===== src/rtl/nibble_serializer.sv =====
// Byte-to-nibble serializer: buffers producer bytes in a circular queue and emits
// low/high nibbles per byte. Optional checksum nibble per frame via SER_CHECKSUM_EN.
module nibble_serializer #(
  parameter int unsigned BUF_DEPTH = 4,
  parameter int unsigned FRAME_LEN = 8
) (
  input  logic                           clk,
  input  logic                           rst,
  input  logic [7:0]                     byte_in,
  input  logic                           byte_valid,
  output logic                           byte_ready,
  output logic [3:0]                     nib_out,
  output logic                           nib_valid,
  input  logic                           nib_ready,
  output logic [$clog2(BUF_DEPTH):0]     level
);

  localparam int unsigned PTR_W = $clog2(BUF_DEPTH);
  localparam int unsigned CNT_W = PTR_W + 1;

  if (BUF_DEPTH < 2 || (BUF_DEPTH & (BUF_DEPTH - 1)) != 0 || FRAME_LEN < 1) begin : g_bad_param
    $error("nibble_serializer: BUF_DEPTH must be a power of two >= 2 and FRAME_LEN >= 1");
  end

`ifdef SER_CHECKSUM_EN
  typedef enum logic [1:0] {PH_LO, PH_HI, PH_CK} phase_t;
  localparam int unsigned FC_W = $clog2(FRAME_LEN + 1);
  logic [3:0]      checksum;
  logic [FC_W-1:0] frame_cnt;
  logic            frame_last;
`else
  typedef enum logic {PH_LO, PH_HI} phase_t;
`endif

  phase_t             phase, phase_nxt;
  logic [7:0]         mem [BUF_DEPTH];
  logic [PTR_W-1:0]   wr_ptr, rd_ptr;
  logic [CNT_W-1:0]   count;
  logic [7:0]         head;
  logic               has_data;
  logic               push, xfer, pop;

  assign head       = mem[rd_ptr];
  assign has_data   = (count != '0);
  assign byte_ready = ~rst & (count < CNT_W'(BUF_DEPTH));
  assign level      = count;
  assign push       = byte_valid & byte_ready;
  assign xfer       = nib_valid & nib_ready;
  assign pop        = xfer & (phase == PH_HI);

`ifdef SER_CHECKSUM_EN
  assign frame_last = (frame_cnt == FC_W'(FRAME_LEN - 1));
`endif

  // Phase state register
  always_ff @(posedge clk or posedge rst) begin
    if (rst) phase <= PH_LO;
    else     phase <= phase_nxt;
  end

  // Next phase and nibble output
  always_comb begin
    phase_nxt = phase;
    nib_valid = 1'b0;
    nib_out   = 4'h0;
    case (phase)
      PH_LO: begin
        nib_valid = has_data;
        if (has_data) begin
          nib_out = head[3:0];
          if (nib_ready) phase_nxt = PH_HI;
        end
      end
      PH_HI: begin
        nib_valid = has_data;
        if (has_data) begin
          nib_out = head[7:4];
`ifdef SER_CHECKSUM_EN
          if (nib_ready) phase_nxt = frame_last ? PH_CK : PH_LO;
`else
          if (nib_ready) phase_nxt = PH_LO;
`endif
        end
      end
`ifdef SER_CHECKSUM_EN
      PH_CK: begin
        nib_valid = 1'b1;
        nib_out   = checksum;
        if (nib_ready) phase_nxt = PH_LO;
      end
`endif
      default: phase_nxt = PH_LO;
    endcase
  end

  // Queue storage; contents need no reset since count gates visibility
  always_ff @(posedge clk) begin
    if (push) mem[wr_ptr] <= byte_in;
  end

  // Queue pointers and occupancy
  always_ff @(posedge clk or posedge rst) begin
    if (rst) begin
      wr_ptr <= '0;
      rd_ptr <= '0;
      count  <= '0;
    end else begin
      if (push) wr_ptr <= wr_ptr + PTR_W'(1);
      if (pop)  rd_ptr <= rd_ptr + PTR_W'(1);
      if (push && !pop)      count <= count + CNT_W'(1);
      else if (pop && !push) count <= count - CNT_W'(1);
    end
  end

`ifdef SER_CHECKSUM_EN
  // Running XOR of data nibbles and byte count within the current frame
  always_ff @(posedge clk or posedge rst) begin
    if (rst) begin
      checksum  <= 4'h0;
      frame_cnt <= '0;
    end else if (xfer) begin
      if (phase == PH_CK) begin
        checksum  <= 4'h0;
        frame_cnt <= '0;
      end else begin
        checksum <= checksum ^ nib_out;
        if (phase == PH_HI) frame_cnt <= frame_cnt + FC_W'(1);
      end
    end
  end
`endif

endmodule


===== config.mk =====
export PLATFORM = sky130hd
export DESIGN_NAME = nibble_serializer
export DESIGN_NICKNAME = d
export VERILOG_FILES = /design/src/rtl/nibble_serializer.sv
export SDC_FILE = /design/constraint.sdc
export NUM_CORES = 1
export LEC_CHECK = 0
export BUFFER_PORTS_ARGS = -buffer_cell sky130_fd_sc_hd__buf_4
export CORE_MARGIN = 4
export CORE_UTILIZATION = 35
export CTS_BUF_LIST = sky130_fd_sc_hd__clkbuf_4 sky130_fd_sc_hd__clkbuf_8
export CTS_CLUSTER_SIZE = 30
export DETAILED_ROUTE_END_ITERATION = 12
export PLACE_DENSITY = 0.52
export REMOVE_ABC_BUFFERS = 1
export SLEW_MARGIN = 20
export SYNTH_ARGS = -nofsm -noshare
export SYNTH_HDL_FRONTEND = slang
export SYNTH_SLANG_ARGS = --single-unit

===== constraint.sdc =====
create_clock -name clk -period 4.13 [get_ports clk]
set_input_delay 0.826 -clock clk [delete_from_list [all_inputs] [get_ports clk]]
set_output_delay 0.826 -clock clk [all_outputs]
set_load 0.01 [all_outputs]

After elaboration in Yosys (flattened, before gate mapping)
Memories as Yosys holds them, arrays and structs flattened.
Cells that the tools add are included.
{"block": "word_totals", "output_inout_bits": 9, "reg_bits": 8, "mem_bits_rw": 32, "elab_cells": 34, "in_bits": 12, "n_memories": 1}
{"block": "op_classes", "magnitude_cmp": 1, "add_sub_neg": 4, "reduce_logical": 6, "mux": 12, "bitwise_logic": 6}
{"name": "mem", "depth": 4, "width": 8, "read_ports": 1, "rd_clocked_by_memory_dff": 0, "wr": 1, "line_no": "36", "text": "logic [7:0] mem [BUF_DEPTH];"}
{"cell": "$mux 4", "n": 2}
{"cell": "$pmux 4 s2", "n": 1}
{"cell": "$mux 1", "n": 6}
{"cell": "$mux 3", "n": 2}
{"cell": "$add 2x1->2 const B", "n": 2}
{"cell": "$and 1x1->1", "n": 4}
{"cell": "$add 3x1->3 const B", "n": 1}
{"cell": "$lt 3x3->1 const B", "n": 1}
{"cell": "$reduce_bool 3->1", "n": 1}
{"cell": "$sub 3x1->3 const B", "n": 1}
{"cell": "$logic_and 1x1->1", "n": 2}
{"cell": "$logic_not 1->1", "n": 2}
{"cell": "$not 1->1", "n": 2}
{"cell": "$pmux 1 s2", "n": 1}
{"cell": "$reduce_bool 2->1", "n": 1}

Depth between registers and ports, before layout
Gate-level depths: netlist (run 1).
{"block": "depth", "word_depth": 7, "depth_mapped": 9, "mapped_depth_nobuf": 8}

Worst setup path before layout (run 1)
OpenSTA, ideal clock, no wires.
{"block": "synth_path", "kind": "input to register", "startpoint": "input port rst", "endpoint": "register count[2], in the netlist level[2]", "cell_stages": 8, "slack_ns": 1.768, "t_arrival_ns": 2.283, "setup_time_ns": 0.079, "path_buffers": 0, "cell_sequence": "nor2_1 -> and2_4 -> ha_1 -> inv_1 -> fa_1 -> xor2_1 -> nor2_1 -> xor2_1"}
{"block": "synth_between", "elab_chain_cells": 6}
{"element": "start, declared", "line_no": "8", "text": "input logic rst,"}
{"element": "$not 1->1 (*)", "line_no": "45", "text": "assign byte_ready = ~rst & (count < CNT_W'(BUF_DEPTH));"}
{"element": "$and 1x1->1 (*)", "line_no": "45"}
{"element": "$and 1x1->1 (*)", "line_no": "47", "text": "assign push = byte_valid & byte_ready;"}
{"element": "named net push", "line_no": "41", "text": "logic push, xfer, pop;"}
{"element": "$logic_not 1->1", "line_no": "111", "text": "else if (pop && !push) count <= count - CNT_W'(1);"}
{"element": "$logic_and 1x1->1", "line_no": "111"}
{"element": "$reduce_bool 2->1 (no source line)"}
{"element": "end signal, assigned", "line_no": "110", "text": "if (push && !pop) count <= count + CNT_W'(1);"}
{"element": "end signal, assigned", "line_no": "111"}
{"element": "end, declared", "line_no": "38", "text": "logic [CNT_W-1:0] count;"}
The timed path passes the listed nets; every way through them passes the cells marked *.
A chain may end at the register's enable or synchronous reset.

Final worst setup path (run 1)
{"block": "layout_path", "startpoint": "register rd_ptr[0]", "endpoint": "output port nib_out[2]"}
{"block": "layout_between", "elab_chain_cells": 3}
{"element": "start, declared", "line_no": "37", "text": "logic [PTR_W-1:0] wr_ptr, rd_ptr;"}
{"element": "start signal, assigned", "line_no": "109", "text": "if (pop) rd_ptr <= rd_ptr + PTR_W'(1);"}
{"element": "$mem_v2 4x8 (*)"}
{"element": "$mux 4, on equally long branches", "line_no": "76, 69"}
{"element": "$pmux 4 s2 (*)", "line_no": "66", "text": "case (phase)"}
{"element": "end, declared", "line_no": "12", "text": "output logic [3:0] nib_out,"}
Mark *: on every way between the ends. The rest lies on a longest branch, timed or not.

==> run_results.csv, run 1 <==
group,metric,value,unit
clock_network,clock_latency,280,ps
placement,portBuffers,20,
sta,max_freq,352,MHz
logic_synthesis,synth_top_family_by_area,"multiplexers",
placement,dp_cells,192,
die,initial_utilization,36.6,%
global_route,grtUsageMet3,4.01,%
sta,post-route-period-util,68.8,%
worst_setup_path,end_kind,"primary output",
logic_synthesis,synthXorXnorAreaFrac,3.53,%
sta,skew,5.19,ps
power_and_ir_drop,ir_drop,0.239,mV
global_route,use_met2,17.3,%
clock_network,tritoncts,"yes",
logic_synthesis,synthesis.area,1740,um2
placement,place_congestion,0.760,
final_layout,layout.cells.non_filler,200,
logic_synthesis,synth_warnings,0,
power_and_ir_drop,powerDensity,649,nW/um2
worst_setup_path,worstPathRequired,3300,ps
sta,fin_setup_tns,0,ps
drt,detail_route.wirelength,2930,um
sta,relSlewSlack,37.7,%
clock_network,clockBufferDepth,2,
drt,ant_nets,0,
logic_synthesis,synth_compound_area_share,1.73,%
sta,setup_viol,0,
die,row_count,25,
worst_setup_path,crit_chain,"mux2i_1 > a22oi_1 > and4_1 > buf_4",
clock_network,clk_pin_slew,70,ps
worst_setup_path,crit_slowest_cell,"dfrtp_1",
die,die_area,6160,um2
final_layout,area_delta_synth_final,16.0,%
drt,routed_via_density,4.66,
clock_network,clkSinkCount,40,
logic_synthesis,avgSynthCellArea,15.8,um2
clock_network,h-tree-depth,2,
die,coreArea,4750,um2
sta,holdWs,501,ps
worst_setup_path,cp_data_arrival_time,2010,ps
global_route,overflow,0,
clock_network,cts_root_buf,"clkbuf_8",
global_route,grt_pass1_vias,969,
clock_network,ctsResizeCount,0,
worst_setup_path,setup.worst_path.start_class,"flop",
drt,vias,932,
logic_synthesis,synth_seq_cells,40,
run,maxCapViolations,0,
logic_synthesis,ys_seq_area_share,66.8,%
global_route,grt_pass1_wl,4800,um
global_route,top_usage_layer,"met2",
global_route,grt_use_met1,12.3,%
logic_synthesis,synthMuxAreaShare,10.5,%
outcome,outcome,"completed",
final_layout,drive_above_1_share,24.8,%
worst_setup_path,cp-startpoint,"rd_ptr[0]",
drt,drt_drc_violations_left,0,
global_route,grtUsageTotal,10.5,%
sta,worst_pin_slew,935,ps
global_route,grt_max_degree,19,
sta,drv_slew,0,
final_layout,nets,150,
worst_setup_path,critPathMaxStageDelay,960,ps
die,die_h,78.5,um
power_and_ir_drop,total_power,1310,uW
logic_synthesis,yosysUniqueCellTypes,23,
sta,finalCriticalPeriod,2840,ps
worst_setup_path,path_max_fanout,18,
clock_network,numCtsBuffers,5,
worst_setup_path,ff2ff_setup_slack,1910,ps
logic_synthesis,yosys.area_share.adder,4.75,%
global_route,antenna_found_initial,0,
placement,dp_hpwl,2140,um
worst_setup_path,crit_end,"nib_out[2]",
drt,drtPass1Iterations,4,
sta,rsz0062_at_grt,"false",
worst_hold_path,hp-class,"primary input to asynchronous set/reset pin",
logic_synthesis,synthCells,110,
logic_synthesis,synthSimpleGateAreaFrac,9.21,%
worst_setup_path,r2r_cells,8,
worst_setup_path,worstSetupPathType,"flop to primary output",
clock_network,cts_hold_buf,0,
final_layout,diodes,0,
drt,drt_iter0_drc,28,
sta,hold_viol,0,
worst_setup_path,reg2reg_to,"level[2]",
power_and_ir_drop,leakagePower,0.000788,uW
worst_setup_path,r2r-start,"level[1]",
clock_network,cts_setup_buffers,0,
drt,wl_per_cell,14.7,um
die,boundaryPins,21,
die,die_x,78.5,um
-- layout make-up --
cell class	count	area [um2]
Clock buffer	8	91.3
Multi-Input combinational cell	61	517
Fill cell	477	2740
Tap cell	67	83.8
Inverter	4	15.0
Timing Repair Buffer	20	150
Sequential cell	40	1160
-- cells by family (layout without fill, tap and decap cells) --
group | count (synthesis) | in the layout
AOI/OAI and AO/OA | 4 | 4
buffers and inverters | 9 | 32
DFF | 40 | 40
adders and majority gates | 6 | 6
xor gates and xnor gates | 7 | 7
and+or+nand+nor | 26 | 26
muxes | 18 | 18
-- layout by cell type (no fill, tap or decap) --
cell / instances
nand3_1: 4
nand4_2: 1
mux2i_1: 16
nand3_2: 1
fa_1: 1
buf_4: 20
clkbuf_8: 5
and4_1: 4
xnor2_1: 5
xor2_1: 2
ha_1: 5
mux2_2: 2
nor2_1: 3
inv_1: 4
nand2_1: 5
and2_4: 1
and3_1: 4
dfrtp_1: 8
clkbuf_4: 3
edfxtp_1: 32
or3_1: 1
nor2b_1: 2
a22oi_1: 4
-- critical path: cells and delay by family (launching register included) --
family	cells	cell delay (ps)
AO/OA/AOI/OAI	1	110
buffers and inverters	1	140
flip-flops	1	960
multiplexers	1	300
AND/OR/NAND/NOR	1	230
-- report_power, final --
group          switching, uW  total, uW  internal [uW]
Combinational            198        442            244
Sequential               106        609            503
Clock                    119        258            140
-- worst min-delay path by stage --
stage	slack (ps)	start	cells after the start	end
floorplan	530	wr_ptr[1]	1	wr_ptr[1]
global placement	510	level[2]	1	level[2]
detailed placement	520	level[2]	1	level[2]
CTS	500	rst	2	wr_ptr[1]
global route	520	rst	2	rd_ptr[0]
finish	500	rst	2	phase
-- metal layers --
layer / vias to the layer above / wire, um / part of all wire, %
met1: 463 / 1300 / 44
met4: 0 / 45 / 1.5
met3: 5 / 111 / 3.8
li1: 449 / - / -
met5: - / 0 / 0
met2: 15 / 1470 / 50
-- cells in the mapped netlist (all sizes together) --
| cell | instances | share of area [%] |
|---|---|---|
| or3 | 1 | 0.36 |
| mux2i | 16 | 9.2 |
| a22oi | 4 | 1.7 |
| and4 | 4 | 2.0 |
| nand4 | 1 | 0.72 |
| xnor2 | 5 | 2.5 |
| and3 | 4 | 1.4 |
| mux2 | 2 | 1.3 |
| nor2 | 3 | 0.65 |
| fa | 1 | 1.2 |
| nand2 | 5 | 1.1 |
| ha | 5 | 3.6 |
| and2 | 1 | 0.50 |
| xor2 | 2 | 1.0 |
| dfrtp | 8 | 12 |
| inv | 4 | 0.86 |
| nor2b | 2 | 0.72 |
| edfxtp | 32 | 55 |
| buf | 5 | 2.7 |
| nand3 | 5 | 1.7 |
-- stage by stage --
step / area [um2] / setup WS, ps / util (%)
detailed placement: 1930 / 1550 / 40.5
floorplan: 1690 / 1770 / -
finish: 2020 / 1290 / 42.4
global placement: 1930 / 1600 / 40.5
CTS: 2020 / 1240 / 42.4
global route: 2020 / 1150 / 42.4
-- registers in the layout, indices dropped and copies added (netlist names) --
register / flops
level: 3
rd_ptr: 2
wr_ptr: 2
mem: 32
phase: 1
Power figures use the tool's default switching activity.
==> run 2: changes to the inputs <==
--- a/config.mk
+++ b/config.mk
@@ -5,13 +5,14 @@
 export SDC_FILE = /design/constraint.sdc
 export NUM_CORES = 1
 export LEC_CHECK = 0
+export ABC_AREA = 1
 export BUFFER_PORTS_ARGS = -buffer_cell sky130_fd_sc_hd__buf_4
 export CORE_MARGIN = 4
 export CORE_UTILIZATION = 35
 export CTS_BUF_LIST = sky130_fd_sc_hd__clkbuf_4 sky130_fd_sc_hd__clkbuf_8
 export CTS_CLUSTER_SIZE = 30
 export DETAILED_ROUTE_END_ITERATION = 12
-export PLACE_DENSITY = 0.52
+export PLACE_DENSITY = 0.51
 export REMOVE_ABC_BUFFERS = 1
 export SLEW_MARGIN = 20
 export SYNTH_ARGS = -nofsm -noshare
==> constraint.sdc (replaced) <==
create_clock -name clk -period 2.9 [get_ports clk]
set_input_delay 0.58 -clock clk [delete_from_list [all_inputs] [get_ports clk]]
set_output_delay 0.58 -clock clk [all_outputs]
set_load 0.01 [all_outputs]
==> run_results.csv, run 2 <==
group,metric,value,unit
clock_network,tritoncts,"yes",
final_layout,area_delta_synth_final,19.2,%
logic_synthesis,synth_edf_count,32,
drt,drt_drc_violations_left,0,
global_route,antenna_found_initial,0,
final_layout,diodes,0,
drt,vias,1216,
final_layout,regMostFlops,"mem",
final_layout,final_cell_mix,"nand2_1, inv_1, edfxtp_1",
global_route,grt_use_met1,14.7,%
drt,drt_iter0_drc,38,
run,maxCapViolations,0,
worst_setup_path,end_kind,"primary output",
logic_synthesis,dominantRegCellSynth,"edfxtp_1",
logic_synthesis,synth_warnings,0,
global_route,grtUsageMet3,4.71,%
die,die_area,6650,um2
sta,max_freq,450,MHz
final_layout,nets,237,
drt,drtPass1Iterations,4,
clock_network,clock_latency,290,ps
die,row_count,26,
global_route,overflow,0,
sta,setup_viol,0,
worst_hold_path,hp-class,"primary input to asynchronous set/reset pin",
placement,portBuffers,20,
power_and_ir_drop,powerDensity,937,nW/um2
clock_network,cts_root_buf,"clkbuf_8",
placement,place_congestion,0.702,
die,boundaryPins,21,
clock_network,cts_setup_buffers,0,
sta,finalCriticalPeriod,2220,ps
sta,worst_pin_slew,434,ps
logic_synthesis,synthArstFlopShare,20.0,%
outcome,outcome,"completed",
global_route,top_usage_layer,"met2",
placement,dp_hpwl,2310,um
clock_network,clkSinkCount,40,
sta,post-route-period-util,76.6,%
logic_synthesis,synthCells,192,
final_layout,layout_commonest_cell,"nand2_1",
clock_network,numCtsBuffers,5,
logic_synthesis,ys_seq_area_share,61.3,%
final_layout,largest_reg_flops,32,
global_route,grt_max_degree,18,
drt,wl_per_cell,11.8,um
clock_network,clk_pin_slew,70,ps
logic_synthesis,synth.largest_area_cell,"edfxtp_1",
logic_synthesis,synthesis.area,1890,um2
worst_setup_path,setup.worst_path.start_class,"flop",
placement,post-place-ws,763,ps
final_layout,drive_above_1_share,18.3,%
worst_setup_path,path_max_fanout,10,
sta,hold_viol,0,
clock_network,cts_hold_buf,0,
die,die_h,81.5,um
power_and_ir_drop,leakagePower,0.00108,uW
sta,finalWorstSetupSlack,678,ps
die,die_x,81.5,um
logic_synthesis,avgSynthCellArea,9.86,um2
logic_synthesis,synthTopCellsByCount,"nand2_1, inv_1, edfxtp_1",
die,coreArea,5170,um2
logic_synthesis,yosysUniqueCellTypes,17,
drt,ant_nets,0,
power_and_ir_drop,ir_drop,0.438,mV
drt,routed_via_density,4.21,
sta,rsz0062_at_grt,"false",
logic_synthesis,synth_top_cell_area_share,50.8,%
global_route,use_met2,19.1,%
logic_synthesis,netlist_top_cells_area,"edfxtp_1, dfrtp_1, nand2_1",
die,initial_utilization,36.6,%
worst_setup_path,worstPathRequired,2320,ps
sta,drv_slew,0,
global_route,grt_pass1_wl,5710,um
worst_setup_path,worstSetupPathType,"flop to primary output",
sta,fin_setup_tns,0,ps
sta,relSlewSlack,71.1,%
clock_network,ctsResizeCount,0,
logic_synthesis,synth.most_common_cell,"nand2_1",
global_route,grtUsageTotal,12.1,%
global_route,grt_pass1_vias,1175,
clock_network,h-tree-depth,2,
drt,detail_route.wirelength,3420,um
logic_synthesis,synth_seq_cells,40,
clock_network,clockBufferDepth,2,
worst_setup_path,cp_data_arrival_time,1640,ps
sta,skew,7.98,ps
run 2: cell count changes in the layout (fill, tap and decap cells not counted), moves of 4 or more:
cell,previous run,this run
a22oi_1,4,0
mux2i_1,16,0
buf_4,20,25
and3_1,4,0
nand2_1,5,49
nand3_1,4,26
nand2_2,0,5
and4_1,4,0
inv_1,4,44
run 2: metrics by stage:
step / total power, uW / cells / util, % / hold slack (ps) / cell area [um2]
after floorplan: 1300 / 187 / - / 396 / 1850
after global placement: 1630 / 282 / 41.1 / 546 / 2130
after detailed placement: 1630 / 282 / 41.1 / 555 / 2130
after CTS: 2150 / 289 / 43.6 / 246 / 2260
after global routing: 2300 / 289 / 43.6 / 261 / 2260
final: 2110 / 289 / 43.6 / 249 / 2260
run 2: worst max-delay path, cell delays in order, from the launching register on:
cell     delay [ps]
dfrtp_1         600
buf_4           250
nand2_1          60
nand3_1          80
nand2_1          70
nand3_1          70
nand2_1          80
buf_4           150
run 2: routing by layer:
layer / up-vias / routed length [um]
met2: 21 / 1580
li1: 639 / -
met3: 6 / 184
met1: 550 / 1600
met5: - / 0
met4: 0 / 61
run 2: final cells by class:
type                    instances  area, um2
fillers                       499       2920
flip-flops and latches         40       1160
multi-input cells             100        513
repair buffers                 25        188
inverters                      47        179
well taps                      70       87.6
clock buffers                   5       68.8
clock inverters                 2       60.1
run 2: path summary, 6_finish.rpt:
path                                 start          to  slack (ps)  depth (start not counted)
max in group asynchronous              rst   rd_ptr[1]        2410                          2
worst max-delay path             rd_ptr[0]  nib_out[0]         680                          7
min in group clk                byte_in[4]   mem[2][4]         490                          1
worst max register to register    level[0]    level[2]         840                          9
worst min-delay path                   rst   wr_ptr[0]         250                          2
worst min register to register    level[0]    level[0]         560                          1
run 2: cells by family (layout without fill, tap and decap cells):
group	count (synthesis)	count (layout)	synth area share, %
simple gates	86	86	19.4
buf+inv	52	79	11.6
flops	40	40	61.3
fa+ha+maj	6	6	4.36
xor+xnor	6	6	2.78
compound gates	2	2	0.529
run 2: power by group:
| part | switching (uW) | internal (uW) |
|---|---|---|
| sequential | 109 | 710 |
| clock | 181 | 339 |
| combinational | 446 | 329 |
